`src/rtl/hazard_pkg.sv`:
```
// Shared types and constants for the hazard / forwarding controller.
package hazard_pkg;

    // Stall controller states.
    typedef enum logic [1:0] {
        RUN        = 2'd0,
        LOAD_STALL = 2'd1,
        MEM_WAIT   = 2'd2
    } hazard_state_e;

    // Per-operand forwarding mux select.
    localparam logic [1:0] FWD_REG   = 2'b00;
    localparam logic [1:0] FWD_EXMEM = 2'b01;
    localparam logic [1:0] FWD_MEMWB = 2'b10;

endpackage

```
`src/rtl/hazard_src_match.sv`:
```
// One source operand: forwarding priority select for the EX-stage operand,
// and load-use match for the ID-stage operand in the same slot.
module hazard_src_match
    import hazard_pkg::*;
#(
    parameter int REG_AW = 5
) (
    input  logic [REG_AW-1:0] ex_src,
    input  logic [REG_AW-1:0] id_src,
    input  logic              id_src_used,
    input  logic [REG_AW-1:0] idex_rd,
    input  logic              idex_memread,
    input  logic [REG_AW-1:0] exmem_rd,
    input  logic              exmem_regwrite,
    input  logic [REG_AW-1:0] memwb_rd,
    input  logic              memwb_regwrite,
    output logic [1:0]        sel,
    output logic              load_use
);

    logic exmem_hit;
    logic memwb_hit;

    // Register 0 is hardwired to zero, so a write to it never forwards.
    assign exmem_hit = exmem_regwrite && (exmem_rd != '0) && (exmem_rd == ex_src);
    assign memwb_hit = memwb_regwrite && (memwb_rd != '0) && (memwb_rd == ex_src);

    assign load_use  = idex_memread && id_src_used &&
                       (idex_rd != '0) && (idex_rd == id_src);

    // Priority encode: the younger EX/MEM result wins over MEM/WB.
    always_comb begin
        // NOTE: assign a default before any branch so no path leaves sel
        // unassigned; otherwise synthesis infers a latch.
        sel = FWD_REG;
        if (exmem_hit) begin
            sel = FWD_EXMEM;
        end else if (memwb_hit) begin
            sel = FWD_MEMWB;
        end
    end

endmodule

```
`src/rtl/hazard_fwd_unit.sv`:
```
// Hazard and forwarding controller for the pipelined MIPS core.
// Forwarding is purely combinational; load-use bubbles and memory-wait
// freezes come from a three-state controller (RUN / LOAD_STALL / MEM_WAIT).
// Optional feature: define HAZARD_PERF_CNT_EN to add the saturating
// stall_cnt / freeze_cnt performance counters.
module hazard_fwd_unit
    import hazard_pkg::*;
#(
    parameter int REG_AW       = 5,
    parameter int NUM_SRC      = 2,
    parameter int LOAD_USE_CYC = 1,
    parameter int WAIT_TIMEOUT = 64,
    parameter int CNT_W        = 16
) (
    input  logic                      clk,
    input  logic                      rst,
    input  logic [NUM_SRC*REG_AW-1:0] ifid_src,
    input  logic [NUM_SRC-1:0]        ifid_src_used,
    input  logic [NUM_SRC*REG_AW-1:0] idex_src,
    input  logic [REG_AW-1:0]         idex_rd,
    input  logic                      idex_memread,
    input  logic [REG_AW-1:0]         exmem_rd,
    input  logic                      exmem_regwrite,
    input  logic                      exmem_memreq,
    input  logic [REG_AW-1:0]         memwb_rd,
    input  logic                      memwb_regwrite,
    input  logic                      mem_ready,
    output logic [NUM_SRC*2-1:0]      fwd_sel,
    output logic                      stall_if,
    output logic                      stall_id,
    output logic                      flush_ex,
    output logic                      freeze,
    output logic                      mem_timeout_err
`ifdef HAZARD_PERF_CNT_EN
    ,
    output logic [CNT_W-1:0]          stall_cnt,
    output logic [CNT_W-1:0]          freeze_cnt
`endif
);

    // Bubble counter holds LOAD_USE_CYC-1 at most; timeout counter up to WAIT_TIMEOUT.
    localparam int BUB_W = (LOAD_USE_CYC > 1) ? $clog2(LOAD_USE_CYC) : 1;
    localparam int TMO_W = $clog2(WAIT_TIMEOUT + 1);
    localparam logic [BUB_W-1:0] BUB_INIT = BUB_W'(LOAD_USE_CYC - 1);
    localparam logic [TMO_W-1:0] TMO_MAX  = TMO_W'(WAIT_TIMEOUT);

    logic [NUM_SRC*2-1:0] fwd_raw;
    logic [NUM_SRC-1:0]   lu_hit;
    logic                 load_use;
    logic                 mem_wait_req;

    hazard_state_e    state_q, state_d;
    logic [BUB_W-1:0] bub_q, bub_d;
    logic [TMO_W-1:0] tmo_q, tmo_d;
    logic             err_q, err_set;
    logic             stall;

    for (genvar k = 0; k < NUM_SRC; k++) begin : g_src
        hazard_src_match #(
            .REG_AW (REG_AW)
        ) u_match (
            .ex_src         (idex_src[k*REG_AW +: REG_AW]),
            .id_src         (ifid_src[k*REG_AW +: REG_AW]),
            .id_src_used    (ifid_src_used[k]),
            .idex_rd        (idex_rd),
            .idex_memread   (idex_memread),
            .exmem_rd       (exmem_rd),
            .exmem_regwrite (exmem_regwrite),
            .memwb_rd       (memwb_rd),
            .memwb_regwrite (memwb_regwrite),
            .sel            (fwd_raw[k*2 +: 2]),
            .load_use       (lu_hit[k])
        );
    end

    assign load_use     = |lu_hit;
    assign mem_wait_req = exmem_memreq && !mem_ready;
    assign fwd_sel      = rst ? '0 : fwd_raw;

    // State register with synchronous reset; pending bubbles are discarded.
    always_ff @(posedge clk) begin
        // NOTE: sequential state uses non-blocking assignments so every
        // register samples pre-edge values regardless of statement order.
        if (rst) begin
            state_q <= RUN;
            bub_q   <= '0;
            tmo_q   <= '0;
            err_q   <= 1'b0;
        end else begin
            state_q <= state_d;
            bub_q   <= bub_d;
            tmo_q   <= tmo_d;
            err_q   <= err_q | err_set;
        end
    end

    // Next-state logic: a memory wait always takes precedence over bubbles.
    always_comb begin
        state_d = state_q;
        bub_d   = bub_q;
        tmo_d   = tmo_q;
        err_set = 1'b0;
        case (state_q)
            RUN: begin
                if (mem_wait_req) begin
                    state_d = MEM_WAIT;
                end else if (load_use && (LOAD_USE_CYC > 1)) begin
                    bub_d   = BUB_INIT;
                    state_d = LOAD_STALL;
                end
            end
            LOAD_STALL: begin
                // Remaining bubble count is kept across a memory wait.
                if (mem_wait_req) begin
                    state_d = MEM_WAIT;
                end else begin
                    bub_d = bub_q - 1'b1;
                    if (bub_q == BUB_W'(1)) begin
                        state_d = RUN;
                    end
                end
            end
            MEM_WAIT: begin
                if (mem_ready) begin
                    tmo_d   = '0;
                    state_d = (bub_q != '0) ? LOAD_STALL : RUN;
                end else if (tmo_q != TMO_MAX) begin
                    tmo_d = tmo_q + 1'b1;
                    if (tmo_q == TMO_MAX - 1'b1) begin
                        err_set = 1'b1;
                    end
                end
            end
            default: state_d = RUN;
        endcase
    end

    // Output decode: stall/flush and freeze are mutually exclusive, all low in reset.
    always_comb begin
        stall  = 1'b0;
        freeze = 1'b0;
        if (!rst) begin
            case (state_q)
                RUN: begin
                    if (mem_wait_req) begin
                        freeze = 1'b1;
                    end else if (load_use) begin
                        stall = 1'b1;
                    end
                end
                LOAD_STALL: begin
                    if (mem_wait_req) begin
                        freeze = 1'b1;
                    end else begin
                        stall = 1'b1;
                    end
                end
                MEM_WAIT: freeze = !mem_ready;
                default: ;
            endcase
        end
    end

    assign stall_if        = stall;
    assign stall_id        = stall;
    assign flush_ex        = stall;
    assign mem_timeout_err = err_q;

`ifdef HAZARD_PERF_CNT_EN
    // Saturating cycle counters for stall_id and freeze.
    always_ff @(posedge clk) begin
        if (rst) begin
            stall_cnt  <= '0;
            freeze_cnt <= '0;
        end else begin
            if (stall_id && (stall_cnt != '1)) begin
                stall_cnt <= stall_cnt + 1'b1;
            end
            if (freeze && (freeze_cnt != '1)) begin
                freeze_cnt <= freeze_cnt + 1'b1;
            end
        end
    end
`else
    // Counter width has no meaning without the perf counters.
    logic unused_cnt_w;
    assign unused_cnt_w = ^CNT_W;
`endif

endmodule
```
`config.mk`:
```
export PLATFORM = sky130hd
export DESIGN_NAME = hazard_fwd_unit
export DESIGN_NICKNAME = d
export VERILOG_FILES = /design/src/rtl/hazard_pkg.sv /design/src/rtl/hazard_src_match.sv /design/src/rtl/hazard_fwd_unit.sv
export SDC_FILE = /design/constraint.sdc
export NUM_CORES = 1
export LEC_CHECK = 0
export ABC_AREA = 1
export CAP_MARGIN = 0
export CORE_UTILIZATION = 40
export DETAILED_ROUTE_END_ITERATION = 12
export GPL_TIMING_DRIVEN = 0
export PLACE_DENSITY = 0.78
export SYNTH_ARGS = -nofsm -noshare
export SYNTH_HDL_FRONTEND = slang
export SYNTH_SLANG_ARGS = --single-unit
```
`constraint.sdc`:
```
create_clock -name clk -period 1.7 [get_ports clk]
set_input_delay 0.17 -clock clk [delete_from_list [all_inputs] [get_ports clk]]
set_output_delay 0.17 -clock clk [all_outputs]
set_load 0.02 [all_outputs]
```
# Yosys cells after proc, flatten, opt, wreduce, memory -nomap -nowiden
# Index checks and enable logic that the tools add are counted.
classes:
  addsub: 2
  eq_ne: 13
  mux: 25
  bitwise: 2
  n_reduce_logical: 24
op_table:
  columns: ["cell", "n"]
  rows:
  - ["5-bit == test", 6]
  - ["2-bit 2-to-1 mux", 8]
  - ["5-bit nonzero test", 3]
  - ["7-bit 2-to-1 mux", 2]
  - ["1-bit logical AND", 13]
  - ["1-bit 2-to-1 mux", 11]
  - ["7-bit by 1-bit adder with 7-bit output, second input constant", 1]
  - ["7-bit by 6-bit == test with 1-bit output, second input constant", 1]
  - ["7-bit != test, second input constant", 1]
  - ["2-bit one-hot mux with 3 select lines", 1]
  - ["4-bit 2-to-1 mux", 1]
  - ["2-bit != test, second input constant", 2]
  - ["1-bit one-hot mux with 2 select lines", 2]
  - ["2-bit AND reduction", 2]
  - ["2-bit OR reduction", 2]
  - ["3-bit != test, second input constant", 1]
  - ["3-bit AND reduction", 1]
  - ["2-bit by 1-bit == test with 1-bit output, second input constant", 1]
  - ["2-bit == test, second input constant", 1]
  - ["2-bit zero test", 1]
  - ["2-bit nonzero test", 1]
  - ["1-bit zero test", 1]
  - ["1-bit inverter", 1]
  - ["1-bit OR", 1]
  - ["1-bit subtractor, second input constant", 1]
totals:
  register_bits: 11
  input_bits: 44
  output_inout_bits: 9
  wordCells: 70

# Longest topological paths before layout
logic_depth:
  ltp_word: 8
  ltp_mapped: 9
  mapped_depth_nobuf: 8

# Hierarchy
# A second synthesis with hierarchy kept.
hier_totals:
  hier_cells: 254
  hier_area_um2: 1325.0
by_module_without_submodules:
  columns: ["module", "n_inst", "cells_per_inst", "area_each_um2", "seq_area_each_um2"]
  rows:
  - ["hazard_fwd_unit", 1, 114, 704.4, 220.2]
  - ["hazard_src_match", 2, 70, 310.3, 0.0]

# Worst setup path before layout
# No wires, ideal clock.
synth_timing:
  kind: "reg-to-output"
  from: "register state_q[0]"
  to: "output stall_id"
  t_arrival_ps: 1330
  required_time_ps: 1530
  setup_slack_ps: 200
  stages_incl_launch_ff: 7
  path_buffers: 1
  path_cell_list: "dfxtp_1 nor3_2 o21ai_1 inv_1 nand2_1 a21oi_1 buf_4"
synth_between:
  elab_chain_cells: 3
  word_cells_on_any_way: 4
  cone_classes: "eq/ne (1); mux (2); reduce/logical (1)"
synth_lines:
  columns: ["element", "line", "rtl"]
  rows:
  - ["start, declared", "hazard_fwd_unit.sv:52", "hazard_state_e state_q, state_d;"]
  - ["start signal, assigned", "hazard_fwd_unit.sv:90", "state_q <= state_d;"]
  - ["2-bit by 1-bit == test with 1-bit output / 2-bit zero test (equally long branches)", "hazard_fwd_unit.sv:143", "case (state_q)"]
  - ["1-bit one-hot mux with 2 select lines *", "hazard_fwd_unit.sv:143", null]
  - ["1-bit 2-to-1 mux *", "hazard_fwd_unit.sv:142", "if (!rst) begin"]
  - ["end, declared", "hazard_fwd_unit.sv:30", "output logic stall_id,"]
# Every way passes the cells marked *; elsewhere a longest branch is shown, timed or not.

# Worst setup path after layout
layout_timing:
  from: "input rst"
  to: "output freeze"
layout_between:
  elab_chain_cells: 1
layout_lines:
  columns: ["element", "line", "rtl"]
  rows:
  - ["start, declared", "hazard_fwd_unit.sv:16", "input logic rst,"]
  - ["1-bit 2-to-1 mux", "hazard_fwd_unit.sv:142", null]
  - ["end, declared", "hazard_fwd_unit.sv:32", "output logic freeze,"]
# Every way passes these cells.

==> metrics.cfg <==
[logic_synthesis]
synth_xor_area_share_pct = 12.80
syn_area_um2 = 1164
synth_compound_area_share_pct = 11.51
synth_top_area_share_pct = 18.92
async_flop_share_pct = 0
synth_top_family_by_area = simple AND/OR/NAND/NOR gates
synthCells = 198
synth.area.top_cells = dfxtp_1 (19%), nand2_1 (16%), inv_1 (10%)
avgSynthCellArea_um2 = 5.877
synthAdderAreaFrac_pct = 2.151
yosys_warnings = 0
synth.distinct_cells = 27
synth.area.mux_share_pct = 0
synth_nets = 244
yosysSeqAreaShare_pct = 18.92
synthSimpleGateAreaFrac_pct = 42.04
synth_edf_count = 0
yosys.area.top_type = dfxtp_1
ys_ff_latch = 11
ys.flop_type = dfxtp_1

[global_routing]
grt_pass1_wl_um = 4657
overflow = 0
grt_pass1_vias = 1206
grt_max_degree = 11
grtUsageTotal_pct = 18.34
antenna_found_initial = 0

[detailed_routing]
routed_via_density = 4.684
wl_um = 2728
drtIter0Drc = 38
vias = 1335
route.detailed.drc = 0
firstDrtPassIters = 4
wl_per_cell_um = 9.572
ant_nets = 0

[place]
pre_cts_slack_ns = -0.6778
portBuffers = 52
dp_cells = 281
placed_area_um2 = 1723
globalplace.congestion = 0.8306
post-dp-hpwl_um = 2282

[timing]
min_period_ns = 1.623
setup_tns_ns = 0
finalHoldViolCount = 0
fin_crit_sh_pct = 95.45
fmaxAchievable_ghz = 0.6163
grt_setup_unrepaired = no
worst_slack_ns = 0.07732
worst_slew_pin_slew_ns = 0.2913
slew_headroom_pct = 80.38
drv_slew = 0
setup_viol = 0
finalClockSkew_ns = 0.01062
hold_slack_ns = 0.3706

[worst_hold_path]
hold_path_class = in -> reg

[pwr]
max-vdd-ir-drop_mv = 0.4354
p_total_uw = 702.8
powerDensity_nw_per_um2 = 393.6
power.static_leakage_nw = 1.005

[clocking]
cts_hold_repair.buffers = 0
htreeDepth = 1
clock-sinks = 11
cts_buffers = 3
max-clock-path-buffers = 2
clk_pin_slew_worst_paths_ns = 0.07
root_buffer = clkbuf_4
cts_tree = built
worstSkewPairLatency_ns = 0.28

[finish]
final_core_util_pct = 64.75
fillers = 269
drive_gt1_share_pct = 13.39
area_growth_pct = 53.44
final_nets = 301
fin_cells = 285
antennaDiodeCount = 0
post-route-cell-area_um2 = 1785

[setup_path]
crit_required_ns = 1.53
critPathLaunchType = primary input
path_max_fanout = 10
cp.arrival_ns = 1.45
path_class = in -> out
endpoint_kind = output port

[die]
pin_count = 53
start_util_pct = 42.20
dieArea_um2 = 3129
coreArea_um2 = 2758
die-width_um = 55.94
num_rows = 19
die_h_um = 55.94

[outcome]
status = complete, no violations

[flow_run]
maxCapViolCount = 0

## worst paths after layout
| check | startpoint | to | slack [ns] | cells after the start |
|---|---|---|---|---|
| worst max register to register | tmo_q[0] | tmo_q[5] | 0.33 | 7 |
| worst min register to register | mem_timeout_err | mem_timeout_err | 0.46 | 2 |
| worst max-delay path | rst | freeze | 0.08 | 4 |
| worst min-delay path | mem_ready | state_q[0] | 0.37 | 3 |
## critical path, cell delays in order
cell and delay [ns]:
clkdlybuf4s50_1 0.60, clkbuf_2 0.29, a21oi_1 0.07, dlygate4sd2_1 0.32
## Yosys cell counts, types with 3 or more instances
cell type	n
a21oi_1	15
dfxtp_1	11
inv_1	32
nand2_1	50
nand3_1	11
nand4_1	3
nor2_1	31
o21ai_0	3
o21ai_1	3
xnor2_1	8
xor2_1	9
## cell families (layout without fill, tap and decap cells)
family | after synthesis | count (layout)
flops | 11 | 11
xor+xnor | 17 | 17
simple gates | 107 | 107
fa+ha+maj | 2 | 2
buf+inv | 37 | 93
compound gates | 24 | 24
## area by class of cell
type / instances / area (um^2) / area share [%]
clock inverters: 1 / 5.005 / 0.2803
clock buffers: 3 / 22.52 / 1.261
plain buffers: 3 / 20.02 / 1.121
flip-flops and latches: 11 / 221.5 / 12.40
repair buffers: 52 / 544.3 / 30.48
well taps: 31 / 38.79 / 2.172
multi-input cells: 150 / 805.8 / 45.13
inverters: 34 / 127.6 / 7.148
## power breakdown
part / internal [mW] / leakage, nW / switching, mW
registers: 0.260 / 0.0893 / 0.00233
clock network: 0.0874 / 0.0177 / 0.0980
logic: 0.136 / 0.898 / 0.119
total: 0.484 / 1.01 / 0.219
## cell usage in the layout (no fill, tap or decap), types with 2 or more instances in the layout
cell / instances
inv_1: 28
xnor2_1: 8
dfxtp_1: 10
clkdlybuf4s50_1: 20
nand3_1: 11
a21oi_1: 14
o21ai_0: 2
clkbuf_4: 3
nor2_2: 2
buf_4: 4
dlygate4sd2_1: 5
xor2_1: 9
nand2_2: 2
buf_2: 3
ha_1: 2
o21ai_1: 4
inv_2: 6
o22ai_1: 2
or2_2: 2
buf_6: 2
nand4_1: 3
dlymetal6s2s_1: 19
nor2_1: 30
nand2_1: 49
nor3_1: 2
## layer usage
metal	global-route usage (%)	vias up	share of wire, %
met3	5.349	4	8.3
met5	0	-	0
li1	-	723	-
met2	32.70	50	47
met4	4.181	0	1.2
met1	21.70	558	43
## repair_timing
item | 4_1_cts | 5_1_grt
gates resized for setup | 39 | 31
pin swaps | 2 | 13
setup buffers | 0 | 0
endpoints found under the setup margin | 8 | 7
hold endpoints to repair | 0 | 0
## state kept, by name (all words and copies together), names as in the netlist
signal / count
state_q: 2
tmo_q: 7
bub_q: 1
mem_timeout_err: 1
Power figures use the tool's default switching activity.
